## src/rtl/pe_multi_filter_mac.sv

```systemverilog
// Multi-filter 1D convolution processing element.
// Buffers one IF window, then for each configured filter runs one MAC per tap
// (optionally seeded from an incoming psum) and emits one psum per filter.
module pe_multi_filter_mac #(
  parameter int unsigned IF_WIDTH      = 8,
  parameter int unsigned FILT_WIDTH    = 8,
  parameter int unsigned FILT_ADDR_LEN = 4,
  parameter int unsigned NF_LOG        = 2,
  parameter int unsigned PSUM_WIDTH    = 20
) (
  input  logic                            clk,
  input  logic                            rst,
  input  logic                            cfg_ld,
  input  logic [FILT_ADDR_LEN-1:0]        cfg_filt_len,
  input  logic [NF_LOG:0]                 cfg_num_filt,
  input  logic                            cfg_psum_mode,
  input  logic                            cfg_sat,
  input  logic                            filt_wen,
  input  logic [NF_LOG+FILT_ADDR_LEN-1:0] filt_waddr,
  input  logic [FILT_WIDTH-1:0]           filt_wdata,
  input  logic                            win_valid,
  output logic                            win_ready,
  input  logic [IF_WIDTH-1:0]             win_data,
  input  logic                            psum_in_valid,
  output logic                            psum_in_ready,
  input  logic [PSUM_WIDTH-1:0]           psum_in_data,
  output logic                            out_valid,
  input  logic                            out_ready,
  output logic [PSUM_WIDTH-1:0]           out_data,
  output logic [NF_LOG-1:0]               out_filt_idx,
  output logic                            busy
);

  localparam int unsigned NFW          = NF_LOG + 1;
  localparam int unsigned NUM_FILT_MAX = 1 << NF_LOG;
  localparam int unsigned WIN_DEPTH    = 1 << FILT_ADDR_LEN;
  localparam int unsigned SCR_AW       = NF_LOG + FILT_ADDR_LEN;
  localparam int unsigned SCR_DEPTH    = 1 << SCR_AW;
  localparam int unsigned PROD_W       = IF_WIDTH + FILT_WIDTH;
  localparam int unsigned SUM_W        = PSUM_WIDTH + 1;

  typedef enum logic [2:0] {
    IDLE = 3'd0,
    LOAD = 3'd1,
    SEED = 3'd2,
    MAC  = 3'd3,
    EMIT = 3'd4
  } state_t;

  state_t state, state_nxt;

  logic [FILT_ADDR_LEN-1:0] filt_len;
  logic [NFW-1:0]           num_filt;
  logic                     psum_mode;
  logic                     sat;

  logic [FILT_ADDR_LEN-1:0] tap_cnt;
  logic [NF_LOG-1:0]        f_idx;
  logic [PSUM_WIDTH-1:0]    acc;

  logic [IF_WIDTH-1:0]   window   [WIN_DEPTH];
  logic [FILT_WIDTH-1:0] filt_scr [SCR_DEPTH];

  logic                     win_hs, psum_hs, out_hs;
  logic                     cfg_take;
  logic [FILT_ADDR_LEN-1:0] cfg_len_eff;
  logic [NFW-1:0]           cfg_nf_eff;
  logic [FILT_ADDR_LEN-1:0] len_use;
  logic                     mode_use;
  logic                     last_tap, last_filt;
  logic [PROD_W-1:0]        prod;
  logic [SUM_W-1:0]         sum;
  logic [PSUM_WIDTH-1:0]    mac_val;
  logic [FILT_ADDR_LEN-1:0] win_widx;

  // Handshakes, clamped configuration and MAC datapath
  always_comb begin
    win_hs   = win_valid && win_ready;
    psum_hs  = psum_in_valid && psum_in_ready;
    out_hs   = out_valid && out_ready;
    cfg_take = cfg_ld && (state == IDLE);

    cfg_len_eff = (cfg_filt_len == '0) ? FILT_ADDR_LEN'(1) : cfg_filt_len;
    if (cfg_num_filt == '0) begin
      cfg_nf_eff = NFW'(1);
    end else if (cfg_num_filt > NFW'(NUM_FILT_MAX)) begin
      cfg_nf_eff = NFW'(NUM_FILT_MAX);
    end else begin
      cfg_nf_eff = cfg_num_filt;
    end

    // A configuration load in the same IDLE cycle as the first window word applies to that window
    len_use  = cfg_take ? cfg_len_eff : filt_len;
    mode_use = cfg_take ? cfg_psum_mode : psum_mode;

    last_tap  = (tap_cnt == (filt_len - FILT_ADDR_LEN'(1)));
    last_filt = ({1'b0, f_idx} == (num_filt - NFW'(1)));

    prod    = PROD_W'(window[tap_cnt]) * PROD_W'(filt_scr[{f_idx, tap_cnt}]);
    sum     = {1'b0, acc} + SUM_W'(prod);
    mac_val = (sat && sum[PSUM_WIDTH]) ? {PSUM_WIDTH{1'b1}} : sum[PSUM_WIDTH-1:0];

    win_widx = (state == IDLE) ? '0 : tap_cnt;
  end

  // Next-state selection
  always_comb begin
    state_nxt = state;
    case (state)
      IDLE: if (win_hs) state_nxt = (len_use == FILT_ADDR_LEN'(1)) ? SEED : LOAD;
      LOAD: if (win_hs && last_tap) state_nxt = SEED;
      SEED: if (!psum_mode || psum_hs) state_nxt = MAC;
      MAC:  if (last_tap) state_nxt = EMIT;
      EMIT: if (out_hs) state_nxt = last_filt ? IDLE : SEED;
      default: state_nxt = IDLE;
    endcase
  end

  // State register, configuration, accumulator and registered outputs
  always_ff @(posedge clk) begin
    if (rst) begin
      state         <= IDLE;
      filt_len      <= FILT_ADDR_LEN'(1);
      num_filt      <= NFW'(1);
      psum_mode     <= 1'b0;
      sat           <= 1'b0;
      tap_cnt       <= '0;
      f_idx         <= '0;
      acc           <= '0;
      win_ready     <= 1'b0;
      psum_in_ready <= 1'b0;
      out_valid     <= 1'b0;
      out_data      <= '0;
      out_filt_idx  <= '0;
      busy          <= 1'b0;
    end else begin
      state         <= state_nxt;
      win_ready     <= (state_nxt == IDLE) || (state_nxt == LOAD);
      psum_in_ready <= (state_nxt == SEED) && mode_use;
      out_valid     <= (state_nxt == EMIT);
      busy          <= (state_nxt != IDLE);
      case (state)
        IDLE: begin
          f_idx <= '0;
          if (cfg_take) begin
            filt_len  <= cfg_len_eff;
            num_filt  <= cfg_nf_eff;
            psum_mode <= cfg_psum_mode;
            sat       <= cfg_sat;
          end
          if (win_hs) tap_cnt <= FILT_ADDR_LEN'(1);
        end
        LOAD: begin
          if (win_hs) tap_cnt <= tap_cnt + FILT_ADDR_LEN'(1);
        end
        SEED: begin
          tap_cnt <= '0;
          if (!psum_mode) begin
            acc <= '0;
          end else if (psum_hs) begin
            acc <= psum_in_data;
          end
        end
        MAC: begin
          acc     <= mac_val;
          tap_cnt <= tap_cnt + FILT_ADDR_LEN'(1);
          if (last_tap) begin
            out_data     <= mac_val;
            out_filt_idx <= f_idx;
          end
        end
        EMIT: begin
          if (out_hs) f_idx <= last_filt ? '0 : (f_idx + NF_LOG'(1));
        end
        default: ;
      endcase
    end
  end

  // Window register file; contents are discarded by reset via the FSM
  always_ff @(posedge clk) begin
    if (win_hs) window[win_widx] <= win_data;
  end

  // Filter scratch, writable only while idle; not reset
  always_ff @(posedge clk) begin
    if (filt_wen && (state == IDLE)) filt_scr[filt_waddr] <= filt_wdata;
  end

endmodule

```

## config.mk

```make
export PLATFORM = sky130hd
export DESIGN_NAME = pe_multi_filter_mac
export DESIGN_NICKNAME = d
export VERILOG_FILES = /design/src/rtl/pe_multi_filter_mac.sv
export SDC_FILE = /design/constraint.sdc
export NUM_CORES = 1
export LEC_CHECK = 0
export CAP_MARGIN = 0
export CORE_ASPECT_RATIO = 1.4
export CORE_MARGIN = 2
export CORE_UTILIZATION = 25
export CTS_BUF_LIST = sky130_fd_sc_hd__clkbuf_8 sky130_fd_sc_hd__clkbuf_16
export CTS_CLUSTER_DIAMETER = 200
export DETAILED_ROUTE_END_ITERATION = 12
export PLACE_DENSITY = 0.36
export SETUP_SLACK_MARGIN = 0.05
export SLEW_MARGIN = 20
export SYNTH_ARGS = -nofsm -noshare
export SYNTH_HDL_FRONTEND = slang
export SYNTH_SLANG_ARGS = --single-unit
```

## constraint.sdc

```tcl
create_clock -name clk -period 7.5 [get_ports clk]
set_clock_uncertainty 0.2 [all_clocks]
set_input_delay 1.5 -clock clk [delete_from_list [all_inputs] [get_ports clk]]
set_output_delay 1.5 -clock clk [all_outputs]
set_load 0.03 [all_outputs]
```

==> metrics.yaml <==
pwr-share-comb_pct: 21.4
intPower_mw: 7.62
ys_types: 64
grt_pass1_vias: 18000
cp.arrival_ps: 7370
ctsHtreeMaxLevel: 3
clock_latency_ps: 670
fill_cells: 12000
crit_type: "reg2reg"
pwr-share-clk_pct: 37.2
root_buffer: "clkbuf_16"
grt_max_degree: 67
finalHoldViolCount: 0
fin_area_um2: 36500
busiest_layer: "met2"
synth_edf_count: 640
worst-slew-pin-transition_ps: 1060
grt_remaining_overflow: 0
coreArea_um2: 121000
synthCells: 1809
wire_per_inst_um: 23.5
power_density_nw_per_um2: 289
rows: 151
hpwlAfterDp_um: 57200
min_from: "out_data[4]$_SDFFE_PP0P_"
via_per_inst: 4.50
grtUsageTotal_pct: 13.9
yosysTopAreaCell: "edfxtp_1"
tns_ps: 0
synth_area_per_cell_um2: 16.9
switching_share_pct: 27.6
wl_um: 86300
synth_nets: 1961
crit_slowest_cell: "mux4_1"
seq_power_share_pct: 41.4
slowest_delay_ps: 600
irDropWorstVdd_mv: 0.163
gp_congestion: 0.761
start_kind: "flop"
endpoint_kind: "flop"
first_pass_iters: 7
ys_seq_elements: 708
netlist_area_um2: 30500
rsz0062_at_grt: "false"
synth_flop_cell: "edfxtp_1"
grtUsageMet3_pct: 1.69
startpoint: "tap_cnt[0]$_SDFFE_PP0P_"
required_ps: 7890
cts_sinks: 708
cts_buffer_depth: 3
insertedDiodeCount: 0
hold_path.class: "reg2reg"
finalSetupViolCount: 0
cts_tree: "done"
r2r_start: "tap_cnt[0]$_SDFFE_PP0P_"
outcome: "completed"
area_growth_pct: 19.5
post-route-period-util_pct: 93.1
grt_pass1_wl_um: 127000
power_mw: 10.5
use_met1_pct: 16.4
place_area_um2: 33800
timing.slew.headroom_pct: 29.0
cts_inserted_buffers: 80
io_pins: 84
ys_top_cells_by_area: "edfxtp_1 (63%), mux4_2 (11%), dfxtp_1 (4.5%), fa_1 (3.3%), nor2_1 (2.0%)"
antenna_found_initial: 0
drtAntennaViolNets: 0
cts_hold_buf: 0
regArea_um2: 20600
num_vias: 16500
die_x_um: 299
p_switching_mw: 2.90
p_leak_nw: 11.8
initial_core_util_pct: 25.2
numPortBuffers: 83
cp_max_fo: 17
drc: 0
ys_warn_count: 0
layout.nets: 2152
synth_top_area_share_pct: 63.0
use_met2_pct: 26.1
design.die.area_um2: 125000
postSynth.asyncResetShare_pct: 0
ys_seq_area_share_pct: 67.5
max_cap_viol_count: 0
multi_input_area_um2: 9120
finalCriticalPeriod_ps: 6980
fmax_ghz: 0.143
drtIter0Drc: 987
dieHeight_um: 417
final_max_slew_viol_count: 0
path_clk_slew_ps: 60
final_layout_size_suffix_gt1_share_pct: 20.5
cell usage in the layout, fill, tap and decap left out, types with 10 or more instances in the layout:
cell	n
buf_12	11
nor2_1	160
inv_1	119
fa_1	50
nor2b_1	33
clkinv_2	16
o21ai_0	25
nand2b_1	22
a21oi_1	49
buf_4	102
mux4_2	154
clkinv_1	10
dfxtp_1	63
o22ai_1	13
mux4_1	13
clkbuf_16	81
nand3b_1	10
a21o_1	10
clkdlybuf4s50_1	74
mux2i_1	12
nor3_1	32
a211oi_1	13
nand2_1	73
edfxtp_1	640
nand3_1	10
ha_1	44
a22oi_1	56
cell type report:
type                            count  area share, %
Clock buffer                       82           5.60
Tap cell                         1606           5.51
Timing Repair Buffer              197           4.89
Multi-Input combinational cell    912           25.0
Clock inverter                     60           1.50
Inverter                          101           1.04
Sequential cell                   708           56.5
cell families after synthesis:
kind of cell	synth area share, %
simple gates	6.05
buf+inv	2.73
flops	67.5
fa+ha+maj	5.09
compound gates	5.04
xor+xnor	0.459
mux	13.2
what timing repair did:
item / in CTS / in global routing
setup buffers: 0 / 8
endpoints found under the setup margin: 0 / 33
hold endpoints to repair: 0 / 0
resized for setup: 0 / 1
power by group through the flow:
stage                     clock [mW]  sequential, mW  combinational [mW]
after floorplan                    0            4.43                1.34
after CTS                       4.03            4.36                2.30
after detailed placement           0            4.45                2.29
after global routing            4.17            4.35                2.55
final                           3.91            4.35                2.26
after global placement             0            4.44                2.28
cell usage after synthesis, types with 6 or more instances:
library cell	instances
a2111oi_0	9
a211oi_1	13
a21o_1	10
a21oi_1	49
a22oi_1	56
a31oi_1	9
and2_1	7
buf_1	14
buf_2	13
buf_4	10
clkbuf_1	44
dfxtp_1	68
edfxtp_1	640
fa_1	50
ha_1	44
inv_1	101
mux2_2	8
mux2i_1	12
mux4_1	13
mux4_2	154
nand2_1	73
nand2b_1	22
nand3_1	10
nand3b_1	10
nor2_1	160
nor2b_1	33
nor3_1	34
nor4_1	6
o21ai_0	27
o21ai_1	7
o22ai_1	13
or3_1	6
xnor2_1	8
xor2_1	8
worst paths after layout:
kind,end,cells past startpoint,slack (ps)
worst min-delay path,out_data[4]$_SDFFE_PP0P_,2,260
worst max-delay path,acc[10]$_SDFFE_PP0P_,25,520
worst max register to register,acc[10]$_SDFFE_PP0P_,25,520
worst min register to register,out_data[4]$_SDFFE_PP0P_,2,260
per-stage QoR:
stage	worst slack (ps)	utilization (%)	hold slack, ps	cells
global route	130	30.1	294	3666
detailed placement	270	27.9	257	3515
CTS	262	30.0	266	3657
finish	516	30.1	260	3666
floorplan	809	-	232	1809
global placement	302	27.9	255	3515
state kept, by name (all words and copies together), names as in the netlist, named ones only:
name and cells:
psum_mode 1, acc 20, out_valid 1, f_idx 2
num_filt 3, filt_len 4, out_data 20, state 3
busy 1, win_ready 1, out_filt_idx 2, sat 1
tap_cnt 4, psum_in_ready 1, filt_scr 512, window 128
layer usage:
layer | vias to the layer above | share of wire, %
met5 | - | 0
met4 | 0 | 2.4
met3 | 104 | 2.8
met2 | 281 | 54
met1 | 8652 | 40
li1 | 7442 | -
worst max-delay path, delay by kind of cell, from the launching register on:
| kind | cells | cell delay, ps |
|---|---|---|
| adder cells (fa/ha/maj) | 5 | 2290 |
| AO/OA/AOI/OAI | 6 | 1530 |
| multiplexers | 2 | 1110 |
| buffers and inverters | 8 | 900 |
| AND/OR/NAND/NOR | 4 | 520 |
| flip-flops | 1 | 350 |
Note: power is estimated with default switching activity, not from simulation.
